### config.mk
export PLATFORM = sky130hd
export DESIGN_NAME = lsu_mem_port
export DESIGN_NICKNAME = d
export VERILOG_FILES = /design/src/rtl/rv32_pkg.sv /design/src/rtl/lsu_align.sv /design/src/rtl/lsu_mem_port.sv
export SDC_FILE = /design/constraint.sdc
export NUM_CORES = 1
export LEC_CHECK = 0
export BUFFER_PORTS_ARGS = -buffer_cell sky130_fd_sc_hd__buf_2
export CAP_MARGIN = 20
export CORE_ASPECT_RATIO = 0.7
export CORE_MARGIN = 8
export CORE_UTILIZATION = 45
export DETAILED_ROUTE_END_ITERATION = 10
export PLACE_DENSITY = 0.77
export SYNTH_ARGS = -nofsm -noshare
export SYNTH_HDL_FRONTEND = slang
export SYNTH_SLANG_ARGS = --single-unit
### constraint.sdc
create_clock -name clk -period 2.4 [get_ports clk]
set_input_delay 0.48 -clock clk [delete_from_list [all_inputs] [get_ports clk]]
set_output_delay 0.48 -clock clk [all_outputs]
set_load 0.005 [all_outputs]
### src/rtl/rv32_pkg.sv
// Shared RV32I load/store definitions: funct3 width codes, LSU state encoding and request
// legality check.
package rv32_pkg;

  localparam logic [2:0] F3_B  = 3'b000;
  localparam logic [2:0] F3_H  = 3'b001;
  localparam logic [2:0] F3_W  = 3'b010;
  localparam logic [2:0] F3_BU = 3'b100;
  localparam logic [2:0] F3_HU = 3'b101;

  typedef enum logic [2:0] {
    StIdle,
    StRd,
    StCapt,
    StWr,
    StFin
  } lsu_state_e;

  // 1 when the request must complete with err: bad funct3 for its direction, or misaligned.
  function automatic logic lsu_bad_req(input logic we, input logic [2:0] f3,
                                       input logic [1:0] off);
    logic legal;
    logic mis;
    if (we) begin
      legal = (f3 == F3_B) || (f3 == F3_H) || (f3 == F3_W);
    end else begin
      legal = (f3 != 3'b011) && (f3 != 3'b110) && (f3 != 3'b111);
    end
    mis = ((f3[1:0] == 2'b01) && off[0]) || ((f3[1:0] == 2'b10) && (off != 2'b00));
    return !legal || mis;
  endfunction

endpackage

### src/rtl/lsu_align.sv
// Byte/half lane steering: extracts and extends load data, and merges sub-word store data
// into a full memory word.
module lsu_align
  import rv32_pkg::*;
(
  input  logic [2:0]  funct3,
  input  logic [1:0]  offset,
  input  logic [31:0] word,
  input  logic [31:0] wdata,
  output logic [31:0] load_val,
  output logic [31:0] store_word
);

  logic [7:0]  byte_sel;
  logic [15:0] half_sel;

  always_comb begin
    byte_sel = word[{offset, 3'b000} +: 8];
    half_sel = offset[1] ? word[31:16] : word[15:0];

    case (funct3)
      F3_B:    load_val = {{24{byte_sel[7]}}, byte_sel};
      F3_BU:   load_val = {24'h0, byte_sel};
      F3_H:    load_val = {{16{half_sel[15]}}, half_sel};
      F3_HU:   load_val = {16'h0, half_sel};
      default: load_val = word;
    endcase

    store_word = word;
    case (funct3[1:0])
      2'b00: store_word[{offset, 3'b000} +: 8] = wdata[7:0];
      2'b01: begin
        if (offset[1]) store_word[31:16] = wdata[15:0];
        else           store_word[15:0]  = wdata[15:0];
      end
      default: store_word = wdata;
    endcase
  end

endmodule

### src/rtl/lsu_mem_port.sv
// Load/store unit driving a single-port word-wide data memory; sub-word stores are done as
// read-modify-write.
module lsu_mem_port
  import rv32_pkg::*;
#(
  parameter int unsigned AW   = 5,
  parameter int unsigned XLEN = 32
) (
  input  logic            clk,
  input  logic            reset,
  input  logic            req,
  input  logic            we,
  input  logic [2:0]      funct3,
  input  logic [XLEN-1:0] addr,
  input  logic [XLEN-1:0] wdata,
  output logic [XLEN-1:0] rdata,
  output logic            done,
  output logic            err,
  output logic            busy,
  output logic [AW-1:0]   mem_ad,
  output logic [XLEN-1:0] mem_data,
  output logic            mem_r,
  output logic            mem_w,
  input  logic [XLEN-1:0] mem_out
);

  lsu_state_e      state_q, state_d;
  logic [2:0]      f3_q, f3_d;
  logic [1:0]      off_q, off_d;
  logic [AW-1:0]   word_q, word_d;
  logic [XLEN-1:0] data_q, data_d;
  logic [XLEN-1:0] rdata_q, rdata_d;
  logic            we_q, we_d;
  logic            err_q, err_d;

  logic [XLEN-1:0] load_val;
  logic [XLEN-1:0] store_word;

  // Address bits above the word index are deliberately dropped so accesses wrap.
  logic unused_addr_hi;
  assign unused_addr_hi = ^addr[XLEN-1:AW+2];

  lsu_align u_align (
    .funct3     (f3_q),
    .offset     (off_q),
    .word       (mem_out),
    .wdata      (data_q),
    .load_val   (load_val),
    .store_word (store_word)
  );

  always_comb begin
    state_d = state_q;
    f3_d    = f3_q;
    off_d   = off_q;
    word_d  = word_q;
    data_d  = data_q;
    rdata_d = rdata_q;
    we_d    = we_q;
    err_d   = err_q;

    unique case (state_q)
      StIdle: begin
        if (req) begin
          f3_d   = funct3;
          off_d  = addr[1:0];
          word_d = addr[AW+1:2];
          data_d = wdata;
          we_d   = we;
          err_d  = lsu_bad_req(we, funct3, addr[1:0]);
          if (err_d)                      state_d = StFin;
          else if (we && funct3 == F3_W)  state_d = StWr;
          else                            state_d = StRd;
        end
      end
      StRd:   state_d = StCapt;
      StCapt: begin
        // data_q is reused to hold the merged word for the write-back half of RMW.
        if (we_q) begin
          data_d  = store_word;
          state_d = StWr;
        end else begin
          rdata_d = load_val;
          state_d = StFin;
        end
      end
      StWr:   state_d = StFin;
      StFin:  state_d = StIdle;
      default: state_d = StIdle;
    endcase
  end

  always_ff @(posedge clk or negedge reset) begin
    if (!reset) begin
      state_q <= StIdle;
      f3_q    <= '0;
      off_q   <= '0;
      word_q  <= '0;
      data_q  <= '0;
      rdata_q <= '0;
      we_q    <= 1'b0;
      err_q   <= 1'b0;
    end else begin
      state_q <= state_d;
      f3_q    <= f3_d;
      off_q   <= off_d;
      word_q  <= word_d;
      data_q  <= data_d;
      rdata_q <= rdata_d;
      we_q    <= we_d;
      err_q   <= err_d;
    end
  end

  // Memory strobes decode straight from state so an asynchronous reset drops them at once.
  always_comb begin
    mem_r    = (state_q == StRd);
    mem_w    = (state_q == StWr);
    mem_ad   = (mem_r || mem_w) ? word_q : '0;
    mem_data = mem_w ? data_q : '0;
    done     = (state_q == StFin);
    err      = done && err_q;
    busy     = (state_q != StIdle) || req;
    rdata    = rdata_q;
  end

endmodule

Word-level counts from Yosys, hierarchy flattened:

Cells that the tools add are included.

* flip-flop bits (word level): 79
* input bits: 103
* output and inout port bits: 74
* word-level logic and storage cells: 76

* add/sub/neg operators: 1
* equal/unequal tests: 19
* shift operators: 3
* muxes and demuxes: 19
* bitwise gates (word level): 1
* reductions and logical operators: 24

Operators with widths (number)
* $pmux 32 s2: 2
* $pmux 32 s4: 1
* $mux 32: 3
* $mux 16: 3
* $bwmux 32: 1
* $shift 8x7->32 const A: 1
* $shiftx 32x6->8: 1
* $shiftx 8x7->32: 1
* $pmux 3 s4: 1
* $eq 3x1->1 const B: 3
* $eq 3x2->1 const B: 3
* $eq 3x3->1 const B: 3
* $logic_not 3->1: 3
* $mux 3: 3
* $ne 3x3->1 const B: 3
* $neg 5->7: 1
* $logic_and 1x1->1: 6
* $logic_or 1x1->1: 6
* $mux 5: 1
* $reduce_and 5->1: 1
* $eq 2x1->1 const B: 2
* $ne 2x2->1 const B: 2
* $reduce_and 2->1: 2
* $reduce_and 4->1: 1
* other kinds (10): 13

Depth between registers and ports, before layout:

Gate-level depths: netlist of run 1.

* depth after elaboration: 11
* depth in mapped cells: 9
* depth with buffers taken out: 6

By module:

From an unflattened synthesis of run 1, not the netlist that was laid out.

* cells, all modules: 529
* area, all modules: 5511.5 µm²

Modules (own cells, without submodules)
* lsu_mem_port: times used 1, cells an instance 270, area each 3746.1 µm², sequential area each 1976.9 µm²
* lsu_align: times used 1, cells an instance 259, area each 1765.4 µm², sequential area each 0.0 µm²

Worst setup path after synthesis of run 1:

OpenSTA, ideal clock, no wires.

* path kind: register to register
* start: reg off_q[1]
* end: reg data_q[16]
* setup time: 0.095 ns
* arrival: 2.158 ns
* required time: 2.305 ns
* setup slack: 0.146 ns
* cell stages (with the launch flop): 9
* path buffers: 2
* period minus slack after synthesis: 2.254 ns
* cell sequence: dfrtp_1 buf_2 buf_4 clkinv_1 ha_1 nor4bb_1 a22o_1 a221oi_1 o31ai_1

* cells in the longest elaborated chain, start to end: 6
* elaborated cells between the ends (all ways): 8
* those cells by class: add/sub: 1; shift: 2; mux: 5

Ends and longest elaborated chain
* start, declared: line lsu_mem_port.sv:29 `logic [1:0] off_q, off_d;`
* start signal, assigned: line lsu_mem_port.sv:97 `off_q <= '0;`
* start signal, assigned: line lsu_mem_port.sv:106 `off_q <= off_d;`
* $neg 5->7: line lsu_align.sv:31 `2'b00: store_word[{offset, 3'b000} +: 8] = wdata[7:0];`
* $shiftx 8x7->32 / $shift 8x7->32 (equally long branches): line lsu_align.sv:31
* $bwmux 32: line lsu_align.sv:31
* $pmux 32 s2 (*): line lsu_align.sv:30 `case (funct3[1:0])`
* $mux 32 (*): line lsu_mem_port.sv:79 `if (we_q) begin`
* $pmux 32 s2 (*): line lsu_mem_port.sv:62 `unique case (state_q)`
* end signal, assigned: line lsu_mem_port.sv:108 `data_q <= data_d;`
* end, declared: line lsu_mem_port.sv:31 `logic [XLEN-1:0] data_q, data_d;`

Every way passes the cells marked *; elsewhere a longest branch is shown, timed or not. The select of a mux whose other input is x is not followed.
A chain may end at the register's enable or synchronous reset.

Worst setup path in the final report of run 1:

* start: reg state_q[2]
* end: reg rdata_q[27] (netlist: rdata[27])

* cells in the longest elaborated chain, start to end: 2

Ends and longest elaborated chain
* start, declared: line lsu_mem_port.sv:27 `lsu_state_e state_q, state_d;`
* start signal, assigned: line lsu_mem_port.sv:95 `state_q <= StIdle;`
* start signal, assigned: line lsu_mem_port.sv:104 `state_q <= state_d;`
* $eq 3x2->1: line lsu_mem_port.sv:62
* $reduce_and 2->1 (no line)
* end signal, assigned: line lsu_mem_port.sv:109 `rdata_q <= rdata_d;`
* end, declared: line lsu_mem_port.sv:32 `logic [XLEN-1:0] rdata_q, rdata_d;`

Every way passes these cells.

==> results of run 1 <==
==> critical path: stages, from the launching register on <==
cell and delay, ps:
dfrtp_1 510, or3b_1 630, nor2_4 440, nand3_2 420, nand3_1 190
==> Yosys cell counts, drive strengths merged, types with 5 or more instances <==
master and n:
and2 7, mux2i 5, ha 5, o22ai 11
nor2b 5, dfrtp 79, o21ai 15, and3b 5
a211oi 9, nand2 79, clkbuf 22, a221oi 25
nor3b 10, nand3 37, nor2 30, mux2 30
o31ai 24, buf 23, a21oi 22, and3 34
==> power by group through the flow <==
stage | Sequential, uW | Combinational (uW) | Clock [uW]
global route | 2600 | 3880 | 1340
detailed placement | 2530 | 3460 | 0
CTS | 2510 | 3480 | 1290
floorplan | 2360 | 2450 | 0
finish | 2520 | 3500 | 1270
global placement | 2490 | 3370 | 0
==> sequential cells by signal (all words and copies together), names as in the netlist <==
| signal | cells |
|---|---|
| data_q | 32 |
| rdata | 32 |
| state_q | 3 |
| we_q | 1 |
| word_q | 5 |
| err_q | 1 |
| f3_q | 3 |
| off_q | 2 |
==> worst max path at each step <==
stage | slack [ps] | from | endpoint | cells past startpoint
after floorplan | 150 | off_q[1] | data_q[16] | 8
final | 120 | state_q[2] | rdata[27] | 4
after CTS | 140 | state_q[0] | mem_data[11] | 4
after global routing | 10 | state_q[2] | rdata[17] | 4
after global placement | 270 | state_q[2] | rdata[20] | 4
after detailed placement | 160 | state_q[2] | rdata[27] | 4
==> metal layers <==
layer / global-route usage / up-vias
li1: - / 2156
met1: 0.3040 / 2263
met2: 0.3532 / 236
met3: 0.07513 / 25
met4: 0.06633 / 2
met5: 0 / -
==> layout make-up <==
cell class,count,area (um^2),share of cell area
inverters,6,22.52,0.003819
clock inverters,6,42.54,0.007214
well taps,132,165.2,0.02801
multi-input cells,387,2555,0.4333
flip-flops and latches,79,1977,0.3352
clock buffers,10,229.0,0.03883
repair buffers,169,905.9,0.1536
==> through the flow <==
step,util,power [uW]
after floorplan,-,4808
final,0.5716,7285
after global routing,0.5716,7816
after detailed placement,0.5445,5998
after CTS,0.5708,7284
after global placement,0.5445,5855
==> kinds of logic after synthesis <==
logic type,count (synthesis)
flops,79
fa+ha+maj,5
simple gates,226
mux,35
buf+inv,51
compound gates,121
==> key figures, run 1 <==
Setup path
  – Worst R2R Start: state_q[2]
  – Flop-to-flop setup slack: 120 ps
  – CP Launch Type: flop
  – Worst path arrival time: 2550 ps
  – R2r worst-path depth: 4
  – Crit Reg-Reg Endpoint: rdata[27]
  – Crit Path Category: reg2reg
  – Maximum net fanout on the critical path: 18
  – Critical Path RT: 2670 ps
  – Worst setup EP type: flop

Cells and area
  – N_diodes: 0
  – Area growth syn-to-layout: 23.90%
  – Fillcell total: 930
  – Most frequent cells in the layout: 150 x buf_2, 79 x dfrtp_1, 78 x nand2_1, 36 x nand3_1, 34 x and3_1
  – Share of layout cells above drive strength 1: 0.3562
  – Most common cell after layout, fill and taps aside: buf_2
  – Nets@finish: 760
  – Non-Filler Instances: 789
  – Design Area, Final: 5897 um^2

STA
  – Setup violators final: 0
  – Rel. slew slack: 0.4820
  – Max Slew Vio Count: 0
  – Final worst setup slack: 118.5 ps
  – RSZ-0062 raised after global routing: false
  – Fin Clk Skew: 9.602 ps
  – Period Utilization, post-route: 0.9506
  – Final min period: 2282 ps
  – Hold slack: 100.1 ps
  – Final Hold Fails: 0
  – Actual slew at the worst max-slew pin: 767.0 ps
  – TNS Setup: 0 ps
  – Fmax: 438.3 MHz

Die
  – Chip Height: 102.0 um
  – Core Area: 10320 um^2
  – Starting Density: 0.4613
  – Ports: 177
  – Row count: 31
  – Die area: 14180 um^2
  – Die boundary width: 138.9 um

Place
  – Final HPWL DP: 12.46 mm
  – Placed cell count: 772
  – Dpl cell area: 5618 um^2
  – Place WS: 156.1 ps
  – RePlAce Congestion: 0.9259
  – I/O Buffers: 151

Logic synthesis
  – Synth Area in Adders: 0.01314
  – Syn_nets: 625
  – Xor/xnor share of the synthesized area: 0
  – Yosys warning total: 0
  – Distinct cell type count of the synthesized netlist: 52
  – Number of flops mapped to enable cells by yosys: 0
  – Synth Area in Compound Gates: 0.1911
  – Syn_area_per_cell: 9.206 um^2
  – Top cell type's share of synthesized area: 0.4154
  – Ys flop type: dfrtp_1
  – Register area share after synthesis: 0.4154
  – FFs w/ async S/R, synth: 1.000
  – Synth area leader: dfrtp_1
  – Mapped Cells: 517
  – #FFs+latches synth: 79
  – Simple-Gate Fraction of Synth Area: 0.2487
  – Largest family of logic cells by synthesized area: simple AND/OR/NAND/NOR gates
  – Post-synthesis mux area share: 0.08149
  – Post-Syn Area: 4760 um^2
  – Main area contributors after synthesis: dfrtp_1 42%, mux2_2 7.1%, nand2_1 6.2%

Clock network
  – Postcts setup bufs: 0
  – H-tree depth: 3
  – Clock Tree Root: clkbuf_16
  – Clk_lat worst skew: 340 ps
  – Clock buffer depth: 2
  – Hold_buf cts: 0
  – Total clock buffers created by CTS: 9
  – CTS tree: done
  – Clock sinks: 79
  – # resized after CTS: 0
  – Reg clk slew, reported paths: 60 ps

Power and ir drop
  – P per Cell Area: 1235 nW/um^2
  – Flop pwr share: 0.346
  – Switching power total: 3083 uW
  – Clock Power Share: 0.174
  – Switching Fraction: 0.4231
  – Pint: 4203 uW
  – Leakage: 0.002928 uW
  – Peak VDD IR: 0.5810 mV
  – Combinational power share: 0.481

Global routing
  – Grt total ovfl: 0
  – Total GRT Usage: 0.2294
  – Initial antenna violation count: 1
  – First-pass GRT wire length: 25.70 mm
  – Pin count of the biggest net entering global routing: 44
  – Vias in the first global route: 4659

Drt
  – DRT met1 WL: 7.333 mm
  – Max Used Layer: met5
  – Antenna-violating nets left: 0
  – Vias/cell: 5.934
  – Drt total wl: 16.24 mm
  – Initial detailed-routing violation count: 408
  – Metal2 WL: 7.142 mm
  – DRC: 0
  – Routed WL per cell: 20.58 um
  – First-pass detailed-route iteration total: 6
  – DR WL met3: 1.472 mm
  – DR vias: 4682

Worst hold path
  – Worst hold path type: in2async

Run status
  – Status: finished clean

Run
  – Max Cap Violations: 0
(Power assumes the default switching activity.)
==> inputs of run 2 (changes only) <==
--- a/config.mk
+++ b/config.mk
@@ -9,9 +9,11 @@
 export CAP_MARGIN = 20
 export CORE_ASPECT_RATIO = 0.7
 export CORE_MARGIN = 8
-export CORE_UTILIZATION = 45
+export CORE_UTILIZATION = 46
+export CTS_BUF_LIST = sky130_fd_sc_hd__clkbuf_8
 export DETAILED_ROUTE_END_ITERATION = 10
-export PLACE_DENSITY = 0.77
+export PLACE_DENSITY = 0.78
+export SLEW_MARGIN = 20
 export SYNTH_ARGS = -nofsm -noshare
 export SYNTH_HDL_FRONTEND = slang
 export SYNTH_SLANG_ARGS = --single-unit
==> key figures, run 2 (synthesis results as in run 1) <==
Cells and area
  – Nets@finish: 760
  – Design Area, Final: 5844 um^2
  – Final core occ: 0.5729
  – Fillcell total: 924
  – Most frequent cells in the layout: 150 x buf_2, 78 x nand2_1, 78 x dfrtp_1, 36 x nand3_1, 34 x and3_1
  – N_diodes: 0
  – Share of layout cells above drive strength 1: 0.3577
  – Area growth syn-to-layout: 22.79%
  – Most common cell after layout, fill and taps aside: buf_2

Die
  – Chip Height: 101.1 um
  – Die area: 13910 um^2
  – Starting Density: 0.4666
  – Die boundary width: 137.6 um
  – Row count: 31
  – Core Area: 10200 um^2
  – Ports: 177

Global routing
  – GRT met2 Usage: 0.3420
  – Grt total ovfl: 0
  – M1 GR Usage: 0.3305
  – GRT Max-Usage Layer: met2
  – Vias in the first global route: 4549
  – Initial antenna violation count: 1
  – Grt met3 use: 0.07072
  – First-pass GRT wire length: 25.32 mm
  – Pin count of the biggest net entering global routing: 43
  – Total GRT Usage: 0.2351

Drt
  – Initial detailed-routing violation count: 521
  – Drt total wl: 16.59 mm
  – Antenna-violating nets left: 0
  – Routed WL per cell: 21.02 um
  – DRC: 0
  – DR vias: 4717
  – Vias/cell: 5.978
  – First-pass detailed-route iteration total: 6

Clock network
  – Clock Tree Root: clkbuf_8
  – Reg clk slew, reported paths: 90 ps
  – Clock sinks: 79
  – Clock buffer depth: 2
  – Total clock buffers created by CTS: 9
  – Clk_lat worst skew: 360 ps
  – H-tree depth: 3
  – CTS tree: done

Power and ir drop
  – Pint: 4072 uW
  – Leakage: 0.002908 uW
  – Flop pwr share: 0.353
  – Clock Power Share: 0.156
  – Switching power total: 3087 uW
  – Peak VDD IR: 0.7144 mV
  – Switching Fraction: 0.4312
  – Combinational power share: 0.491
  – P per Cell Area: 1225 nW/um^2

STA
  – Max Slew Vio Count: 0
  – Final worst setup slack: 101.6 ps
  – Final min period: 2298 ps
  – TNS Setup: 0 ps
  – Rel. slew slack: 0.5608
  – Fmax: 435.1 MHz
  – Setup violators final: 0
  – RSZ-0062 raised after global routing: false
  – Hold slack: 100.8 ps
  – Fin Clk Skew: 12.54 ps
  – Period Utilization, post-route: 0.9577
  – Actual slew at the worst max-slew pin: 650.2 ps
  – Final Hold Fails: 0

Place
  – I/O Buffers: 151
  – Final HPWL DP: 12.50 mm
  – Place WS: 258.7 ps
  – Dpl cell area: 5618 um^2
  – RePlAce Congestion: 0.9661

Run
  – Max Cap Violations: 0

Setup path
  – Critical Path RT: 1920 ps
  – Maximum net fanout on the critical path: 42
  – Worst setup EP type: primary output
  – CP Launch Type: flop
  – Worst path arrival time: 1820 ps
  – Flop-to-flop setup slack: 220 ps
  – Crit Path Category: reg2out

Run status
  – Status: finished clean

Worst hold path
  – Worst hold path type: in2async
==> run 2: changes by cell type in the layout (fill, tap and decap cells not counted), sizes merged <==
| cell | previous run | this run |
|---|---|---|
| bufinv | 0 | 2 |
| clkbuf | 10 | 9 |
| clkinv | 4 | 3 |
| clkinvlp | 2 | 1 |
| inv | 6 | 7 |
==> run 2: per-stage QoR <==
step / total power (uW) / std cells
4_1_cts: 7134 / 788
6_report: 7159 / 789
2_1_floorplan: 4808 / 517
3_3_place_gp: 5857 / 772
3_5_place_dp: 6004 / 772
5_1_grt: 7655 / 789
==> run 2: path summary, 6_finish.rpt <==
kind | from | end | cells past startpoint
max in group asynchronous | reset | data_q[1] | 2
min in group clk | addr[5] | word_q[3] | 2
setup / recovery | state_q[1] | mem_data[16] | 3
setup reg to reg | off_q[1] | data_q[24] | 6
hold reg to reg | data_q[19] | data_q[19] | 2
hold / removal | reset | rdata[26] | 1
==> run 2: cell type report <==
cell class,count,area (um^2),area share
clock inverters,7,93.84,0.01606
well taps,132,165.2,0.02826
inverters,6,22.52,0.003854
repair buffers,169,905.9,0.1550
clock buffers,9,123.9,0.02119
flip-flops and latches,79,1978,0.3385
multi-input cells,387,2555,0.4372
==> run 2: power by group through the flow <==
stage,Combinational (uW),Sequential (uW),Clock [uW]
global route,3860,2600,1190
global placement,3360,2500,0
finish,3520,2530,1120
detailed placement,3460,2540,0
CTS,3480,2520,1140
floorplan,2450,2360,0
==> run 2: layer usage <==
metal,part of all wire,routed length (um),vias up
met1,0.43,7194,2237
met5,0.00048,8,-
met2,0.43,7169,279
met4,0.020,331,2
li1,-,-,2157
met3,0.11,1882,42
==> run 2: what timing repair did <==
| item | 4_1_cts | 5_1_grt |
|---|---|---|
| buffers inserted | 0 | 0 |
| gates resized for setup | 0 | 1 |
| hold buffers | 0 | 0 |
| setup endpoints to repair | 0 | 4 |
==> run 2: worst max-delay path: stages (launching register included) <==
cell and delay, ps:
dfrtp_1 590, buf_4 430, and3_1 280, buf_2 140
==> inputs of run 3 (changes only) <==
==> constraint.sdc (replaced) <==
create_clock -name clk -period 2.4 [get_ports clk]
set_input_delay 0.24 -clock clk [delete_from_list [all_inputs] [get_ports clk]]
set_output_delay 0.24 -clock clk [all_outputs]
set_load 0.005 [all_outputs]
==> key figures, run 3 (synthesis results as in run 1) <==
Power and ir drop
  – Switching power total: 3126 uW
  – Switching Fraction: 0.4321
  – Clock Power Share: 0.162
  – Peak VDD IR: 0.7601 mV
  – Leakage: 0.002916 uW
  – Pwr Total: 7235 uW
  – Combinational power share: 0.494
  – Flop pwr share: 0.344
  – Pint: 4109 uW
  – P per Cell Area: 1234 nW/um^2

STA
  – Fmax: 442.9 MHz
  – RSZ-0062 raised after global routing: false
  – Final min period: 2258 ps
  – Rel. slew slack: 0.4911
  – TNS Setup: 0 ps
  – Max Slew Vio Count: 0
  – Setup violators final: 0
  – Period Utilization, post-route: 0.9408
  – Fin Clk Skew: 8.524 ps
  – Actual slew at the worst max-slew pin: 763.4 ps
  – Final Hold Fails: 0

Clock network
  – Postcts setup bufs: 0
  – Clock buffer depth: 2
  – Reg clk slew, reported paths: 90 ps
  – Clk_lat worst skew: 380 ps
  – Clock Tree Root: clkbuf_8
  – Total clock buffers created by CTS: 9
  – H-tree depth: 3
  – Hold_buf cts: 0
  – CTS tree: done
  – # resized after CTS: 0
  – Clock sinks: 79

Drt
  – Routed WL per cell: 20.63 um
  – Initial detailed-routing violation count: 473
  – DRC: 0
  – Vias/cell: 5.941
  – First-pass detailed-route iteration total: 5
  – Drt total wl: 16.32 mm
  – DR vias: 4699
  – Antenna-violating nets left: 0

Global routing
  – Pin count of the biggest net entering global routing: 80
  – Vias in the first global route: 4592
  – First-pass GRT wire length: 25.02 mm
  – Total GRT Usage: 0.2342
  – Grt total ovfl: 0
  – Initial antenna violation count: 1

Die
  – Row count: 31
  – Chip Height: 101.1 um
  – Die area: 13910 um^2
  – Starting Density: 0.4666
  – Core Area: 10200 um^2
  – Ports: 177
  – Die boundary width: 137.6 um

Setup path
  – CP Launch Type: flop
  – Buf/Inv on CP: 1
  – Worst path arrival time: 2510 ps
  – R2r worst-path depth: 5
  – Maximum net fanout on the critical path: 28
  – Top delay family on crit path: compound AO/OA/AOI/OAI gates
  – Critical Path RT: 2650 ps
  – Worst path cell trace: buf_4 > nor2b_1 > a22oi_1 > a221oi_1 > o31ai_1
  – Crit Path Category: reg2reg
  – CP peak stage delay: 610 ps
  – WP depth: 5
  – Slowest CP cell: a221oi_1
  – Worst setup EP type: flop

Place
  – Final HPWL DP: 12.22 mm
  – RePlAce Congestion: 0.9791
  – I/O Buffers: 151

Cells and area
  – Multi-input logic area: 2555 um^2
  – Register area: 1977 um^2
  – Share of layout cells above drive strength 1: 0.3581
  – N_diodes: 0
  – Area growth syn-to-layout: 23.19%
  – Final core occ: 0.5748
  – Most common cell after layout, fill and taps aside: buf_2
  – Fillcell total: 936
  – Nets@finish: 762
  – Most frequent cells in the layout: 150 x buf_2, 79 x dfrtp_1, 78 x nand2_1, 36 x nand3_1, 34 x and3_1

Run
  – Max Cap Violations: 0

Worst hold path
  – Worst hold path type: in2reg
  – Hold path cells: 2

Run status
  – Status: finished clean
## run 3: final cells by class
cell class,count,area share
Clock buffer,9,0.02113
Multi-Input combinational cell,387,0.4358
Tap cell,132,0.02817
Sequential cell,79,0.3372
Timing Repair Buffer,171,0.1560
Inverter,6,0.003841
Clock inverter,7,0.01793
## run 3: worst reg2reg max path: stages (launching register included)
cell and delay [ps]:
dfrtp_1 370, buf_4 340, nor2b_1 370, a22oi_1 300, a221oi_1 610, o31ai_1 140
## run 3: per-layer routing
layer | wire length [um] | vias up | track usage | part of all wire
met4 | 256 | 2 | 0.06323 | 0.016
li1 | - | 2159 | - | -
met3 | 1972 | 32 | 0.08416 | 0.12
met2 | 7135 | 256 | 0.3457 | 0.44
met1 | 6941 | 2250 | 0.3166 | 0.43
met5 | 11 | - | 0 | 0.00067
## run 3: power groups by stage
stage                     clock network, uW  logic [uW]  registers, uW
after CTS                              1180        3530           2490
after detailed placement                  0        3510           2520
after global placement                    0        3390           2490
final                                  1170        3570           2490
after global routing                   1230        3940           2580
after floorplan                           0        2450           2360
## run 3: path summary, 6_finish.rpt
check                                start          to  slack [ps]
worst max register to register    off_q[1]  data_q[16]         140
max in group asynchronous            reset   data_q[5]        1390
worst min register to register  data_q[28]  data_q[28]         480
min in group asynchronous            reset   rdata[26]         460
worst min-delay path               addr[6]   word_q[4]          90
worst max-delay path              off_q[1]  data_q[16]         140
## run 3: through the flow
| stage | std cells | worst slack, ps | cell area, um^2 | hold WS [ps] |
|---|---|---|---|---|
| after floorplan | 517 | 146.2 | 4760 | -55.59 |
| after global placement | 773 | 336.7 | 5613 | 455.3 |
| after detailed placement | 773 | 293.1 | 5613 | 461.0 |
| after CTS | 789 | 277.6 | 5842 | 72.34 |
| after global routing | 791 | 48.17 | 5863 | 83.06 |
| final | 791 | 142.0 | 5863 | 93.21 |
